## config.mk

```make
export PLATFORM = sky130hd
export DESIGN_NAME = hilo_muldiv_seq_flat
export DESIGN_NICKNAME = d
export VERILOG_FILES = /design/src/rtl/hilo_muldiv_seq_pkg.sv /design/src/rtl/hilo_muldiv_seq_if.sv /design/src/rtl/hilo_muldiv_seq_iter.sv /design/src/rtl/hilo_muldiv_seq.sv /design/src/flat_wrapper.sv
export SDC_FILE = /design/constraint.sdc
export NUM_CORES = 1
export LEC_CHECK = 0
export CAP_MARGIN = 10
export CORE_ASPECT_RATIO = 0.5
export CORE_MARGIN = 2
export CORE_UTILIZATION = 40
export CTS_BUF_LIST = sky130_fd_sc_hd__clkbuf_4 sky130_fd_sc_hd__clkbuf_8
export DETAILED_ROUTE_END_ITERATION = 8
export PLACE_DENSITY = 0.6
export SYNTH_ARGS = -nofsm -noshare
export SYNTH_HDL_FRONTEND = slang
export SYNTH_SLANG_ARGS = --single-unit
```

## constraint.sdc

```tcl
create_clock -name clk_cpu -period 2.9 [get_ports clk_cpu]
set_input_delay 0.435 -clock clk_cpu [delete_from_list [all_inputs] [get_ports clk_cpu]]
set_output_delay 0.435 -clock clk_cpu [all_outputs]
set_load 0.05 [all_outputs]
```

## src/rtl/hilo_muldiv_seq_pkg.sv

```systemverilog
// Shared op and state encodings for the HI/LO multiply/divide sequencer.
package hilo_muldiv_seq_pkg;

    typedef enum logic [2:0] {
        MD_MULT  = 3'd0,
        MD_MULTU = 3'd1,
        MD_DIV   = 3'd2,
        MD_DIVU  = 3'd3,
        MD_MTHI  = 3'd4,
        MD_MTLO  = 3'd5
    } md_op_e;

    typedef enum logic [1:0] {
        ST_IDLE = 2'd0,
        ST_CALC = 2'd1,
        ST_FIX  = 2'd2
    } md_state_e;

    function automatic logic md_is_iter(input md_op_e op);
        return (op == MD_MULT) || (op == MD_MULTU) || (op == MD_DIV) || (op == MD_DIVU);
    endfunction

    function automatic logic md_is_signed(input md_op_e op);
        return (op == MD_MULT) || (op == MD_DIV);
    endfunction

    function automatic logic md_is_div(input md_op_e op);
        return (op == MD_DIV) || (op == MD_DIVU);
    endfunction

endpackage

```

## src/rtl/hilo_muldiv_seq_if.sv

```systemverilog
// Request/response bundle between the execute stage and the HI/LO sequencer.
interface hilo_muldiv_seq_if #(parameter int XLEN = 32);
    import hilo_muldiv_seq_pkg::*;

    logic              start;
    md_op_e            op;
    logic [XLEN-1:0]   rs;
    logic [XLEN-1:0]   rt;
    logic              cancel;
    logic              rd_hilo;
    logic              ready;
    logic              busy;
    logic              stall;
    logic              done;
    logic [2*XLEN-1:0] hilo_q;

    modport master (
        output start, op, rs, rt, cancel, rd_hilo,
        input  ready, busy, stall, done, hilo_q
    );

    modport slave (
        input  start, op, rs, rt, cancel, rd_hilo,
        output ready, busy, stall, done, hilo_q
    );

endinterface

```

## src/rtl/hilo_muldiv_seq_iter.sv

```systemverilog
// Radix-2 datapath: shift-add multiply into a 2*XLEN accumulator, restoring divide
// with the quotient shifting through the low half of the same accumulator.
module muldiv_iter #(
    parameter int XLEN = 32
) (
    input  logic              clk,
    input  logic              i_load,
    input  logic              i_step,
    input  logic              i_mode_div,
    input  logic [XLEN-1:0]   i_a,
    input  logic [XLEN-1:0]   i_b,
    output logic [2*XLEN-1:0] o_prod,
    output logic [XLEN-1:0]   o_quo,
    output logic [XLEN-1:0]   o_rem
);

    logic [2*XLEN-1:0] r_acc;
    logic [XLEN-1:0]   r_opnd;
    logic [XLEN:0]     r_rem;

    logic [XLEN:0]     w_sum;
    logic [XLEN+1:0]   w_shift;
    logic [XLEN+1:0]   w_diff;

    assign w_sum   = {1'b0, r_acc[2*XLEN-1:XLEN]} + (r_acc[0] ? {1'b0, r_opnd} : '0);
    assign w_shift = {r_rem, r_acc[XLEN-1]};
    assign w_diff  = w_shift - {2'b00, r_opnd};

    always_ff @(posedge clk) begin
        if (i_load) begin
            r_opnd <= i_mode_div ? i_b : i_a;
            r_acc  <= {{XLEN{1'b0}}, (i_mode_div ? i_a : i_b)};
            r_rem  <= '0;
        end else if (i_step) begin
            if (!i_mode_div) begin
                r_acc <= {w_sum, r_acc[XLEN-1:1]};
            end else if (w_diff[XLEN+1]) begin
                // Borrow out: restore the shifted remainder, quotient bit 0.
                r_rem             <= w_shift[XLEN:0];
                r_acc[XLEN-1:0]   <= {r_acc[XLEN-2:0], 1'b0};
            end else begin
                r_rem             <= w_diff[XLEN:0];
                r_acc[XLEN-1:0]   <= {r_acc[XLEN-2:0], 1'b1};
            end
        end
    end

    assign o_prod = r_acc;
    assign o_quo  = r_acc[XLEN-1:0];
    assign o_rem  = r_rem[XLEN-1:0];

endmodule

```

## src/rtl/hilo_muldiv_seq.sv

```systemverilog
// HI/LO owner: mthi/mtlo in one cycle, mult/div over XLEN iterations plus a sign-fix cycle.
// Stalls a dependent or new request while busy; cancel and reset discard the in-flight op.
module hilo_muldiv_seq
    import hilo_muldiv_seq_pkg::*;
#(
    parameter int XLEN = 32
) (
    input  logic              clk_cpu,
    input  logic              reset,
    hilo_muldiv_seq_if.slave  md
);

    localparam int CW = $clog2(XLEN);

    md_state_e         r_state, w_state_nxt;
    logic [CW-1:0]     r_cnt;
    md_op_e            r_op;
    logic              r_neg_res, r_neg_rem, r_div0, r_done;
    logic [XLEN-1:0]   r_rs_raw, r_hi, r_lo;

    logic              w_load, w_step, w_wr_res, w_mode_div;
    logic [XLEN-1:0]   w_mag_rs, w_mag_rt, w_quo, w_rem, w_res_hi, w_res_lo;
    logic [2*XLEN-1:0] w_prod, w_prod_fix;

    // 0x80000000 negates to itself, which is the correct unsigned magnitude.
    assign w_mag_rs   = (md_is_signed(md.op) && md.rs[XLEN-1]) ? -md.rs : md.rs;
    assign w_mag_rt   = (md_is_signed(md.op) && md.rt[XLEN-1]) ? -md.rt : md.rt;
    assign w_mode_div = w_load ? md_is_div(md.op) : md_is_div(r_op);

    muldiv_iter #(.XLEN(XLEN)) u_iter (
        .clk        (clk_cpu),
        .i_load     (w_load),
        .i_step     (w_step),
        .i_mode_div (w_mode_div),
        .i_a        (w_mag_rs),
        .i_b        (w_mag_rt),
        .o_prod     (w_prod),
        .o_quo      (w_quo),
        .o_rem      (w_rem)
    );

    always_comb begin
        w_state_nxt = r_state;
        w_load      = 1'b0;
        w_step      = 1'b0;
        w_wr_res    = 1'b0;
        case (r_state)
            ST_IDLE: if (md.start && md_is_iter(md.op)) begin
                w_load      = 1'b1;
                w_state_nxt = ST_CALC;
            end
            ST_CALC: begin
                w_step = 1'b1;
                if (r_cnt == CW'(XLEN-1)) w_state_nxt = ST_FIX;
            end
            ST_FIX: begin
                w_wr_res    = 1'b1;
                w_state_nxt = ST_IDLE;
            end
            default: w_state_nxt = ST_IDLE;
        endcase
        if (md.cancel && (r_state != ST_IDLE)) begin
            w_state_nxt = ST_IDLE;
            w_step      = 1'b0;
            w_wr_res    = 1'b0;
        end
    end

    assign w_prod_fix = r_neg_res ? -w_prod : w_prod;

    always_comb begin
        w_res_hi = w_prod_fix[2*XLEN-1:XLEN];
        w_res_lo = w_prod_fix[XLEN-1:0];
        if (md_is_div(r_op)) begin
            if (r_div0) begin
                w_res_hi = r_rs_raw;
                w_res_lo = '1;
            end else begin
                w_res_lo = r_neg_res ? -w_quo : w_quo;
                w_res_hi = r_neg_rem ? -w_rem : w_rem;
            end
        end
    end

    always_ff @(posedge clk_cpu) begin
        if (reset) begin
            r_state   <= ST_IDLE;
            r_cnt     <= '0;
            r_op      <= MD_MULT;
            r_neg_res <= 1'b0;
            r_neg_rem <= 1'b0;
            r_div0    <= 1'b0;
            r_rs_raw  <= '0;
            r_hi      <= '0;
            r_lo      <= '0;
            r_done    <= 1'b0;
        end else begin
            r_state <= w_state_nxt;
            r_done  <= w_wr_res;
            if (w_load) begin
                r_cnt     <= '0;
                r_op      <= md.op;
                r_neg_res <= md_is_signed(md.op) && (md.rs[XLEN-1] ^ md.rt[XLEN-1]);
                r_neg_rem <= md_is_signed(md.op) && md.rs[XLEN-1];
                r_div0    <= (md.rt == '0);
                r_rs_raw  <= md.rs;
            end else if (w_step) begin
                r_cnt <= r_cnt + 1'b1;
            end
            if ((r_state == ST_IDLE) && md.start && (md.op == MD_MTHI)) r_hi <= md.rs;
            if ((r_state == ST_IDLE) && md.start && (md.op == MD_MTLO)) r_lo <= md.rs;
            if (w_wr_res) begin
                r_hi <= w_res_hi;
                r_lo <= w_res_lo;
            end
        end
    end

    assign md.busy   = (r_state != ST_IDLE);
    assign md.ready  = ~md.busy;
    assign md.stall  = md.busy & (md.rd_hilo | md.start);
    assign md.done   = r_done;
    assign md.hilo_q = {r_hi, r_lo};

endmodule
```

## src/flat_wrapper.sv

```systemverilog
// flat-port wrapper written by rule: the top's interface ports become plain ports
module hilo_muldiv_seq_flat import hilo_muldiv_seq_pkg::*;
#(
    parameter int XLEN = 32
)
  (clk_cpu, reset, md_start, md_op, md_rs, md_rt, md_cancel, md_rd_hilo, md_ready, md_busy, md_stall, md_done, md_hilo_q);
  hilo_muldiv_seq_if #(.XLEN(XLEN)) md_i ();
  input  logic clk_cpu;
  input  logic reset;
  input wire logic [$bits(md_i.start)-1:0] md_start;
  input wire logic [$bits(md_i.op)-1:0] md_op;
  input wire logic [$bits(md_i.rs)-1:0] md_rs;
  input wire logic [$bits(md_i.rt)-1:0] md_rt;
  input wire logic [$bits(md_i.cancel)-1:0] md_cancel;
  input wire logic [$bits(md_i.rd_hilo)-1:0] md_rd_hilo;
  output wire logic [$bits(md_i.ready)-1:0] md_ready;
  output wire logic [$bits(md_i.busy)-1:0] md_busy;
  output wire logic [$bits(md_i.stall)-1:0] md_stall;
  output wire logic [$bits(md_i.done)-1:0] md_done;
  output wire logic [$bits(md_i.hilo_q)-1:0] md_hilo_q;
  assign md_i.start = md_start;
  assign md_i.op = md_op;
  assign md_i.rs = md_rs;
  assign md_i.rt = md_rt;
  assign md_i.cancel = md_cancel;
  assign md_i.rd_hilo = md_rd_hilo;
  assign md_ready = md_i.ready;
  assign md_busy = md_i.busy;
  assign md_stall = md_i.stall;
  assign md_done = md_i.done;
  assign md_hilo_q = md_i.hilo_q;
  hilo_muldiv_seq #(.XLEN(XLEN)) u_core (.clk_cpu(clk_cpu), .reset(reset), .md(md_i));
endmodule
```

==> flow_metrics.env <==
export IMPL_fin_skew_ns=0.0138
export IMPL_syn_nets=2276
export IMPL_synthCells=2132
export IMPL_layout_common_cells="buf_4, nand2_1, dfxtp_1"
export IMPL_drive_gt1_share_pct=30.3
export IMPL_postSynth_asyncResetShare_pct=0
export IMPL_overflow=0
export IMPL_cp_cell_sequence="or4_4 > or3_4 > or4_4 > or4_4 > or2_4 > o31ai_4 > xor2_1 > o221ai_1"
export IMPL_fp_dieH_um=151
export IMPL_maxCapViolCount=0
export IMPL_ys_warn_count=0
export IMPL_drt_total_wl_mm=69.9
export IMPL_required_ns=3.33
export IMPL_drt_iter0_markers=1991
export IMPL_core_area_um2=42200
export IMPL_grt_pass1_vias=17600
export IMPL_min_path_type="input port to flop"
export IMPL_final_cell_area_um2=25300
export IMPL_power_density_nw_per_um2=425
export IMPL_path_common_cell="or4_4"
export IMPL_worst_pin_slew_ns=1.15
export IMPL_violations="negative setup slack"
export IMPL_layout_commonest_cell="buf_4"
export IMPL_fillers=3728
export IMPL_io_buffers=139
export IMPL_globalplace_congestion=0.918
export IMPL_post_place_ws_ns=-0.591
export IMPL_synth_edff_count=64
export IMPL_post_drt_via_cell_ratio=5.73
export IMPL_path_clk_slew_ns=0.06
export IMPL_synth_top_area_share_pct=20.2
export IMPL_tritoncts="done"
export IMPL_synth_top_cell_by_area="dfxtp_1"
export IMPL_numCtsBuffers=40
export IMPL_fin_nets=2809
export IMPL_ir_drop_v=0.000384
export IMPL_clockBufferDepth=3
export IMPL_reg2reg_slack_ns=-0.21
export IMPL_critPathArrivalTime_ns=3.54
export IMPL_setup_slack_ns=-0.212
export IMPL_slew_headroom_pct=23.6
export IMPL_final_util_pct=59.9
export IMPL_grt_pass1_wl_mm=104
export IMPL_clkLatencyLatePin_ns=0.58
export IMPL_fp_dieArea_um2=44800
export IMPL_post_route_period_util_pct=107
export IMPL_dpl_instance_area_um2=22200
export IMPL_grtUsageTotal_pct=30.1
export IMPL_cts_root_buffer="clkbuf_8"
export IMPL_critPathMaxStageDelay_ns=0.53
export IMPL_startpoint_type="flop"
export IMPL_ys_types=82
export IMPL_seq_area_um2=5410
export IMPL_rsz0062_at_grt="true"
export IMPL_routed_via_count=18700
export IMPL_io_pins=140
export IMPL_hold_viol=0
export IMPL_post_route_drc_count=0
export IMPL_synth_area_leaders="dfxtp_1, edfxtp_1, mux2i_1"
export IMPL_setup_viol=30
export IMPL_syn_to_final_growth_pct=46.9
export IMPL_grt_start_max_net_pins=137
export IMPL_placementRows=53
export IMPL_p_leak_nw=10.5
export IMPL_cts_sinks=238
export IMPL_antenna_left=0
export IMPL_antenna_found_initial=1
export IMPL_status="complete, but fails checks"
export IMPL_synth_seq_cells=238
export IMPL_synthesis_area_um2=17200
export IMPL_start_util_pct=40.8
export IMPL_critical_path_class="flop to flop"
export IMPL_synth_ff_type="dfxtp_1"
export IMPL_maxSlewViolCount=0
export IMPL_multi_input_area_um2=12700
export IMPL_dpl_hpwl_mm=50.6
export IMPL_htree_levels=2
export IMPL_cts_hold_buf=0
export IMPL_clock_fmax_ghz=0.321
export IMPL_power_total_mw=10.7
export IMPL_ys_seq_area_share_pct=31.4
export IMPL_end_kind="flop"
export IMPL_wl_per_cell_um=21.4
export IMPL_period_needed_ns=3.11
export IMPL_die_w_um=297
export IMPL_drt_pass1_iterations=6
export IMPL_worstPathMaxFanout=2
export IMPL_worst_path_max_delay_cell="or4_4"
export IMPL_synth_avg_cell_area_um2=8.07
[registers in the layout, summed over array words and instances, names as in the netlist, 2 cells and up]
signal,cells
u_core.u_iter.o_prod,64
u_core.u_iter.r_rem,33
u_core.r_cnt,5
u_core.r_state,2
u_core.r_hi,32
u_core.r_rs_raw,32
u_core.r_op,2
u_core.u_iter.r_opnd,32
u_core.r_lo,32
[per-layer routing]
layer	track usage, %	vias to the layer above	share of wire [%]
met4	8.23	0	2.4
li1	-	8824	-
met1	43.0	8993	46
met2	44.9	811	42
met3	7.29	119	10
met5	0	-	0
[power breakdown]
group,internal (mW),switching [mW]
Sequential,3.61,0.194
Combinational,1.63,1.88
Clock,1.87,1.56
[cells by family (layout without fill, tap and decap cells)]
group	Yosys count	count (layout)	share of synthesized area, %
compound gates	613	613	22.6
xor+xnor	209	210	10.6
fa+ha+maj	72	72	5.32
buf+inv	198	761	4.34
flops	238	238	31.4
mux	134	134	7.82
other cells	0	1	0
simple gates	668	668	17.9
[critical path: cells and delay by family (launching register included)]
| kind | cells | cell delay [ns] |
|---|---|---|
| compound gates | 2 | 0.35 |
| xor+xnor | 1 | 0.23 |
| flops | 1 | 0.32 |
| simple gates | 5 | 2.07 |
[stage by stage]
| stage | std cells | hold WS [ns] | setup TNS (ns) |
|---|---|---|---|
| 3_3_place_gp | 3134 | 0.442 | -23.46 |
| 6_report | 3274 | 0.145 | -2.02 |
| 2_1_floorplan | 2132 | 0.430 | -0.135 |
| 5_1_grt | 3274 | 0.135 | -4.66 |
| 3_5_place_dp | 3134 | 0.447 | -25.61 |
| 4_1_cts | 3251 | 0.116 | -1.06 |
[layout make-up]
| type | instances | share of cell area [%] |
|---|---|---|
| Clock buffer | 65 | 3.22 |
| Inverter | 62 | 0.946 |
| Timing Repair Buffer | 626 | 21.1 |
| Antenna cell | 1 | 0.00990 |
| Clock inverter | 8 | 0.277 |
| Multi-Input combinational cell | 1697 | 50.2 |
| Tap cell | 577 | 2.86 |
| Sequential cell | 238 | 21.4 |
[Yosys cell counts, types with 33 or more instances]
| cell type | n |
|---|---|
| a21oi_1 | 189 |
| a221oi_1 | 46 |
| a31oi_1 | 33 |
| clkbuf_1 | 124 |
| dfxtp_1 | 174 |
| edfxtp_1 | 64 |
| ha_1 | 70 |
| inv_1 | 60 |
| mux2i_1 | 131 |
| nand2_1 | 274 |
| nand3_1 | 58 |
| nor2_1 | 150 |
| nor3_1 | 33 |
| o21ai_0 | 111 |
| o21ai_1 | 43 |
| o31ai_1 | 41 |
| xnor2_1 | 83 |
| xor2_1 | 126 |
[repair_timing]
| item | in CTS | in global routing |
|---|---|---|
| setup endpoints to repair | 65 | 83 |
| endpoints found under the hold margin | 0 | 0 |
| gates cloned | 4 | 0 |
| resized for setup | 185 | 136 |
| buffers inserted | 41 | 27 |
| pin swaps | 71 | 121 |
[worst paths after layout]
path                            startpoint             endpoint  cells after the start
setup reg to reg  u_core.u_iter.o_prod[49]      u_core.r_hi[31]                      8
setup / recovery  u_core.u_iter.o_prod[49]      u_core.r_hi[31]                      8
hold reg to reg        u_core.r_rs_raw[26]  u_core.r_rs_raw[26]                      2
hold / removal                       reset  u_core.r_rs_raw[14]                      2
Note: power is estimated with default switching activity, not from simulation.
